==> src/rtl/mod_reg_dump.sv <==
// Register-range dump engine: walks [first, last] through a combinational
// register-file read port and streams (addr, data) words on valid/ready.
module mod_reg_dump #(
  parameter int unsigned XLEN           = 32,
  parameter int unsigned REG_ADDR_WIDTH = 5,
  parameter int unsigned REG_FILE_SZ    = 32
) (
  input  logic                      clk_i,
  input  logic                      rst_ni,
  input  logic                      start_i,
  input  logic [REG_ADDR_WIDTH-1:0] first_addr_i,
  input  logic [REG_ADDR_WIDTH-1:0] last_addr_i,
  input  logic                      abort_i,
  output logic [REG_ADDR_WIDTH-1:0] rd_addr_o,
  input  logic [XLEN-1:0]           rd_data_i,
  output logic                      out_valid_o,
  input  logic                      out_ready_i,
  output logic [REG_ADDR_WIDTH-1:0] out_addr_o,
  output logic [XLEN-1:0]           out_data_o,
  output logic                      busy_o,
  output logic                      done_o
);

  typedef enum logic [1:0] {IDLE, READ, SEND, DONE} state_e;

  if (REG_FILE_SZ > (1 << REG_ADDR_WIDTH)) begin : g_cfg_check
    $error("REG_FILE_SZ does not fit in REG_ADDR_WIDTH");
  end

  state_e                    state_q, state_d;
  logic [REG_ADDR_WIDTH-1:0] ptr_q, ptr_d;
  logic [REG_ADDR_WIDTH-1:0] last_q, last_d;
  logic                      out_valid_q, out_valid_d;
  logic [REG_ADDR_WIDTH-1:0] out_addr_q, out_addr_d;
  logic [XLEN-1:0]           out_data_q, out_data_d;

  always_ff @(posedge clk_i or negedge rst_ni) begin
    if (!rst_ni) begin
      state_q     <= IDLE;
      ptr_q       <= '0;
      last_q      <= '0;
      out_valid_q <= 1'b0;
      out_addr_q  <= '0;
      out_data_q  <= '0;
    end else begin
      state_q     <= state_d;
      ptr_q       <= ptr_d;
      last_q      <= last_d;
      out_valid_q <= out_valid_d;
      out_addr_q  <= out_addr_d;
      out_data_q  <= out_data_d;
    end
  end

  always_comb begin
    state_d     = state_q;
    ptr_d       = ptr_q;
    last_d      = last_q;
    out_valid_d = out_valid_q;
    out_addr_d  = out_addr_q;
    out_data_d  = out_data_q;
    unique case (state_q)
      IDLE: begin
        if (start_i) begin
          last_d  = last_addr_i;
          ptr_d   = first_addr_i;
          state_d = (first_addr_i > last_addr_i) ? DONE : READ;
        end
      end
      READ: begin
        out_data_d  = rd_data_i;
        out_addr_d  = ptr_q;
        ptr_d       = ptr_q + REG_ADDR_WIDTH'(1);
        out_valid_d = 1'b1;
        state_d     = SEND;
      end
      SEND: begin
        if (out_valid_q && out_ready_i) begin
          if (out_addr_q == last_q) begin
            out_valid_d = 1'b0;
            state_d     = DONE;
          end else begin
            // Refill in the handshake cycle so words go out back-to-back.
            out_data_d = rd_data_i;
            out_addr_d = ptr_q;
            ptr_d      = ptr_q + REG_ADDR_WIDTH'(1);
          end
        end
      end
      DONE: state_d = IDLE;
      default: state_d = IDLE;
    endcase
    if (abort_i && (state_q != IDLE)) begin
      state_d     = IDLE;
      out_valid_d = 1'b0;
    end
  end

  always_comb begin
    rd_addr_o   = ptr_q;
    out_valid_o = out_valid_q;
    out_addr_o  = out_addr_q;
    out_data_o  = out_data_q;
    busy_o      = (state_q != IDLE);
    done_o      = (state_q == DONE);
  end

endmodule

==> config.mk <==
export PLATFORM = sky130hd
export DESIGN_NAME = mod_reg_dump
export DESIGN_NICKNAME = d
export VERILOG_FILES = /design/src/rtl/mod_reg_dump.sv
export SDC_FILE = /design/constraint.sdc
export NUM_CORES = 1
export LEC_CHECK = 0
export CAP_MARGIN = 20
export CORE_AREA = 2 2 73 75
export CTS_BUF_LIST = sky130_fd_sc_hd__clkbuf_8
export CTS_CLUSTER_SIZE = 10
export DETAILED_ROUTE_END_ITERATION = 12
export DIE_AREA = 0 0 75 77
export GPL_TIMING_DRIVEN = 0
export PLACE_DENSITY = 0.94
export SETUP_SLACK_MARGIN = 0.2
export SLEW_MARGIN = 20
export SYNTH_ARGS = -nofsm -noshare
export SYNTH_HDL_FRONTEND = slang
export SYNTH_SLANG_ARGS = --single-unit
==> constraint.sdc <==
create_clock -name clk_i -period 4.73 [get_ports clk_i]
set_clock_uncertainty 0.1 [all_clocks]
set_input_delay 0.946 -clock clk_i [delete_from_list [all_inputs] [get_ports clk_i]]
set_output_delay 0.946 -clock clk_i [all_outputs]
set_load 0.005 [all_outputs]
# Yosys cells after proc, flatten, opt, wreduce, memory -nomap -nowiden
# Index checks and enable logic that the tools add are counted.
[totals]
ff_bits = 50
inputBits = 47
output_inout_bits = 45
word_cells = 50
[op_classes]
add_sub_neg = 1
magnitude_cmp = 1
eq_ne = 10
n_mux = 20
reduce_logical = 12
[op_table]
columns = ["operator", "n"]
rows = [
  ["32-bit two-way mux", 2],
  ["32-bit one-hot mux with 2 select lines", 1],
  ["5-bit two-way mux", 5],
  ["5-bit one-hot mux with 3 select lines", 1],
  ["2-bit two-way mux", 5],
  ["5-bit one-hot mux with 2 select lines", 1],
  ["3-bit inequality test (second input constant)", 3],
  ["3-bit AND reduction", 3],
  ["2-bit one-hot mux with 4 select lines", 1],
  ["2-bit inequality test (second input constant)", 3],
  ["3-bit nonzero test", 2],
  ["5-bit by 1-bit adder with 5-bit output (second input constant)", 1],
  ["5-bit == test", 1],
  ["5-bit greater-than comparator", 1],
  ["2-bit == test (second input constant)", 2],
  ["4-bit AND reduction", 1],
  ["2-bit nonzero test", 2],
  ["1-bit two-way mux", 3],
  ["2-bit by 1-bit == test with 1-bit output (second input constant)", 1],
  ["1-bit logical AND", 2],
  ["2-bit zero test", 1],
  ["1-bit one-hot mux with 2 select lines", 1],
  ["2-bit AND reduction", 1],
]

# Logic depth before layout (Yosys ltp)
[logic_depth]
ltp_word = 5
ltp_mapped = 7
depth_no_buf = 7

# Worst setup path before layout
# No wires, ideal clock.
[synth_timing]
path_kind = "input to register"
start = "in out_ready_i"
end = "reg out_addr_q[0] (netlist: out_addr_o[0])"
setup_time_ns = 0.125
arrival_time_ns = 1.876
required_ns = 4.505
path_slack_ns = 2.629
path_stages = 4
n_path_buf = 1
path_cell_list = "o2111a_1 -> a21oi_4 -> buf_8 -> mux2_2"
[synth_between]
elab_chain_len = 3
[synth_lines]
columns = ["item", "line", "source"]
rows = [
  ["start: declaration", "17", "input logic out_ready_i,"],
  ["1-bit logical AND", "78", "if (out_valid_q && out_ready_i) begin"],
  ["2-bit inequality test (no source line)", "n/a", ""],
  ["3-bit AND reduction (no source line)", "n/a", ""],
  ["end signal: assignment", "50", "out_addr_q <= out_addr_d;"],
  ["end: declaration", "34", "logic [REG_ADDR_WIDTH-1:0] out_addr_q, out_addr_d;"],
]
# No other way between the ends.
# A chain may end at the register's enable or synchronous reset.

# Worst setup path in the final report
[layout_timing]
start = "reg state_q[0]"
end = "out busy_o"
[layout_between]
elab_chain_len = 1
[layout_lines]
columns = ["item", "line", "source"]
rows = [
  ["start: declaration", "30", "state_e state_q, state_d;"],
  ["start signal: assignment", "46", "state_q <= state_d;"],
  ["2-bit nonzero test", "104", "busy_o = (state_q != IDLE);"],
  ["end: declaration", "20", "output logic busy_o,"],
]
# No other way between the ends.

==> metrics.md <==
| Metric | Value |
|---|---|
| Status | finished clean |
| Setup crit end | busy_o |
| Routed WL | 5010 um |
| Average wire per standard cell | 14.4 um |
| Worst hold path depth | 1 |
| Share of layout cells above drive strength 1 | 18.4% |
| Most frequent cells in the layout | 90 x clkdlybuf4s50_1, 50 x dfrtp_1, 37 x mux2_2 |
| Max-slew headroom | 62.0% |
| Initial DRT Pass Iterations | 4 |
| Io pins | 92 |
| Area after DPL | 0.00334 mm2 |
| Commonest non-fill, non-tap cell in the layout | clkdlybuf4s50_1 |
| Post-route ant nets | 0 |
| I/O Buffers | 91 |
| Ys async rst share | 100% |
| Ys flop type | dfrtp_1 |
| Setup TNS | 0 ns |
| Cell-internal power | 1.58 mW |
| Warnings, synthesis | 0 |
| Filler Cells Inserted | 369 |
| Vias per cell | 5.04 |
| Post-CTS Hold Fix Bufs | 0 |
| Nets@finish | 335 |
| Overall Global Routing Usage | 18.2% |
| Setup Buffers After CTS | 0 |
| Syn avg cell area | 13.1 um2 |
| Worst vdd ir | 0.404 mV |
| Non-Filler Cell Area, Final | 0.00345 mm2 |
| First-pass GRT wire length | 8170 um |
| Crit. End Element | primary output |
| Syn Inst Count | 178 |
| Leak pwr | 1.49 nW |
| Routed vias | 1749 |
| Fmax | 0.358 GHz |
| Startpoint Class | flip-flop |
| Syn nets | 236 |
| Clock period minus worst slack | 2.79 ns |
| Final setup vio count | 0 |
| N_diodes | 0 |
| Root buf cell | clkbuf_8 |
| Final Power | 2.30 mW |
| Post-synthesis sequential area ratio | 53.8% |
| Final Max Tran Viols | 0 |
| R2R depth | 7 |
| Mapped Area | 0.00232 mm2 |
| Layout Area Growth over Synthesis | 48.2% |
| Largest net degree at the start of global routing | 27 |
| Initial drt markers | 63 |
| RR Startpoint | state_q[0] |
| Area contributors post-synth | dfrtp_1 54%, mux2_2 18%, ha_1 5.9% |
| Core footprint | 0.00498 mm2 |
| Insertion delay to the later sink of the worst-skew pair | 0.29 ns |
| PD cells | 667 mW/mm2 |
| EDFF count, synth | 0 |
| Die Y | 77 um |
| Synth Register Bits | 50 |
| Clock share of power | 12.5% |
| # resized after CTS | 0 |
| Clk sinks | 50 |
| Net Switching | 722 uW |
| # DRC | 0 |
| Data arrival time of the critical path | 1.75 ns |
| Max_cap viols | 0 |
| Netlist cell types | 31 |
| Row count | 26 |
| R2R setup slack | 2.52 ns |
| Worst-margin pin slew | 0.569 ns |
| Post-synth top area cell | dfrtp_1 |
| Vias in the first global route | 1826 |
| Final count of hold timing violations | 0 |
| Post-route insts no fill | 347 |
| Combinational Power Share | 52.5% |
| CTS tree | done |
| Tcrit/Tclk final | 59.1% |
| Hpwl dp | 3870 um |
| Critical path required time | 3.68 ns |
| Placer Congestion | 0.799 |
| Die Wd | 75 um |
| Critical Path Source | state_q[0] |
| Initial antenna violation count | 0 |
| Placed cells | 340 |
| Die area | 0.00578 mm2 |
| Sequential power share | 35.0% |
| Crit Path Category | reg2out |
| Post-synth top area share | 53.8% |
| H-tree depth | 2 |
| Number of buffers created by CTS | 5 |
| CTS Buffer Depth | 2 |
| RSZ-0062 raised after global routing | false |
| Worst-path clk slew | 0.08 ns |
| Starting Density | 46.7% |
| Hold crit path type | reg2reg |
| Reg2reg end | rd_addr_o[2] |
| CP max FO | 6 |
| Sw Ratio | 31.4% |
| Remaining Overflow, GRT | 0 |
| Setup WS pre-CTS | 2.01 ns |
| Final WS setup | 1.94 ns |
[worst min-delay path by stage]
stage	to	slack, ns	from
after floorplan	last_q[1]	0.37	last_q[1]
after global placement	out_data_o[10]	0.37	out_data_o[10]
after detailed placement	out_data_o[16]	0.39	out_data_o[16]
after CTS	out_data_o[18]	0.41	out_data_o[18]
after global routing	out_data_o[21]	0.42	out_data_o[21]
final	out_data_o[21]	0.41	out_data_o[21]
[state kept, by name, indices dropped and copies added, names as in the netlist]
register and count:
out_data_o 32, last_q 5, out_addr_o 5, rd_addr_o 5, state_q 2, out_valid_o 1
[layout make-up]
class,instances,area [um2],area share (%)
Clock inverter,2,38.8,1.13
Inverter,11,41.3,1.20
Clock buffer,5,68.8,2.00
Sequential cell,50,1250,36.3
Multi-Input combinational cell,112,978,28.4
Timing Repair Buffer,92,926,26.9
Tap cell,70,87.6,2.54
Buffer,5,53.8,1.56
[critical path, cell delays in order (launching register included)]
cell,delay (ns)
dfrtp_1,0.45
inv_1,0.11
ha_1,0.29
inv_1,0.12
clkdlybuf4s50_1,0.50
[power by group through the flow]
| stage | clock, mW | combinational, mW | sequential (mW) |
|---|---|---|---|
| 2_1_floorplan | 0 | 0.639 | 0.808 |
| 3_3_place_gp | 0 | 1.18 | 0.796 |
| 3_5_place_dp | 0 | 1.21 | 0.812 |
| 4_1_cts | 0.298 | 1.22 | 0.804 |
| 5_1_grt | 0.312 | 1.33 | 0.834 |
| 6_report | 0.288 | 1.21 | 0.803 |
[cells by family (layout without fill, tap and decap cells)]
| group | after synthesis | in the layout | synth area share (%) |
|---|---|---|---|
| compound gates | 26 | 26 | 7.70 |
| mux | 43 | 43 | 20.6 |
| buf+inv | 16 | 115 | 4.09 |
| fa+ha+maj | 11 | 11 | 5.92 |
| xor+xnor | 5 | 5 | 1.88 |
| flops | 50 | 50 | 53.8 |
| simple gates | 27 | 27 | 5.97 |
[synth_stat cells, types with 2 or more instances]
cell and instances:
a21oi_1 3, nor4b_1 2, a211o_1 3, o21ai_0 11, dfrtp_1 50, nand2b_1 2, mux2_1 2, nand2_1 11
inv_1 11, nand3_1 5, and3_1 2, ha_1 11, mux2i_1 4, mux2_2 37, xnor2_1 5, buf_8 3
o31ai_1 2
[per-stage QoR]
step	util, %	hold WS (ns)
4_1_cts	69.2	0.411
6_report	69.2	0.408
3_3_place_gp	66.8	0.375
2_1_floorplan	-	0.370
5_1_grt	69.2	0.425
3_5_place_dp	67.1	0.391
[layer usage]
layer	routed length [um]	global-route usage (%)
met2	2530	30.9
met4	42	3.75
met5	0	0
met3	439	6.70
met1	1990	21.6
Note: power is estimated with default switching activity, not from simulation.
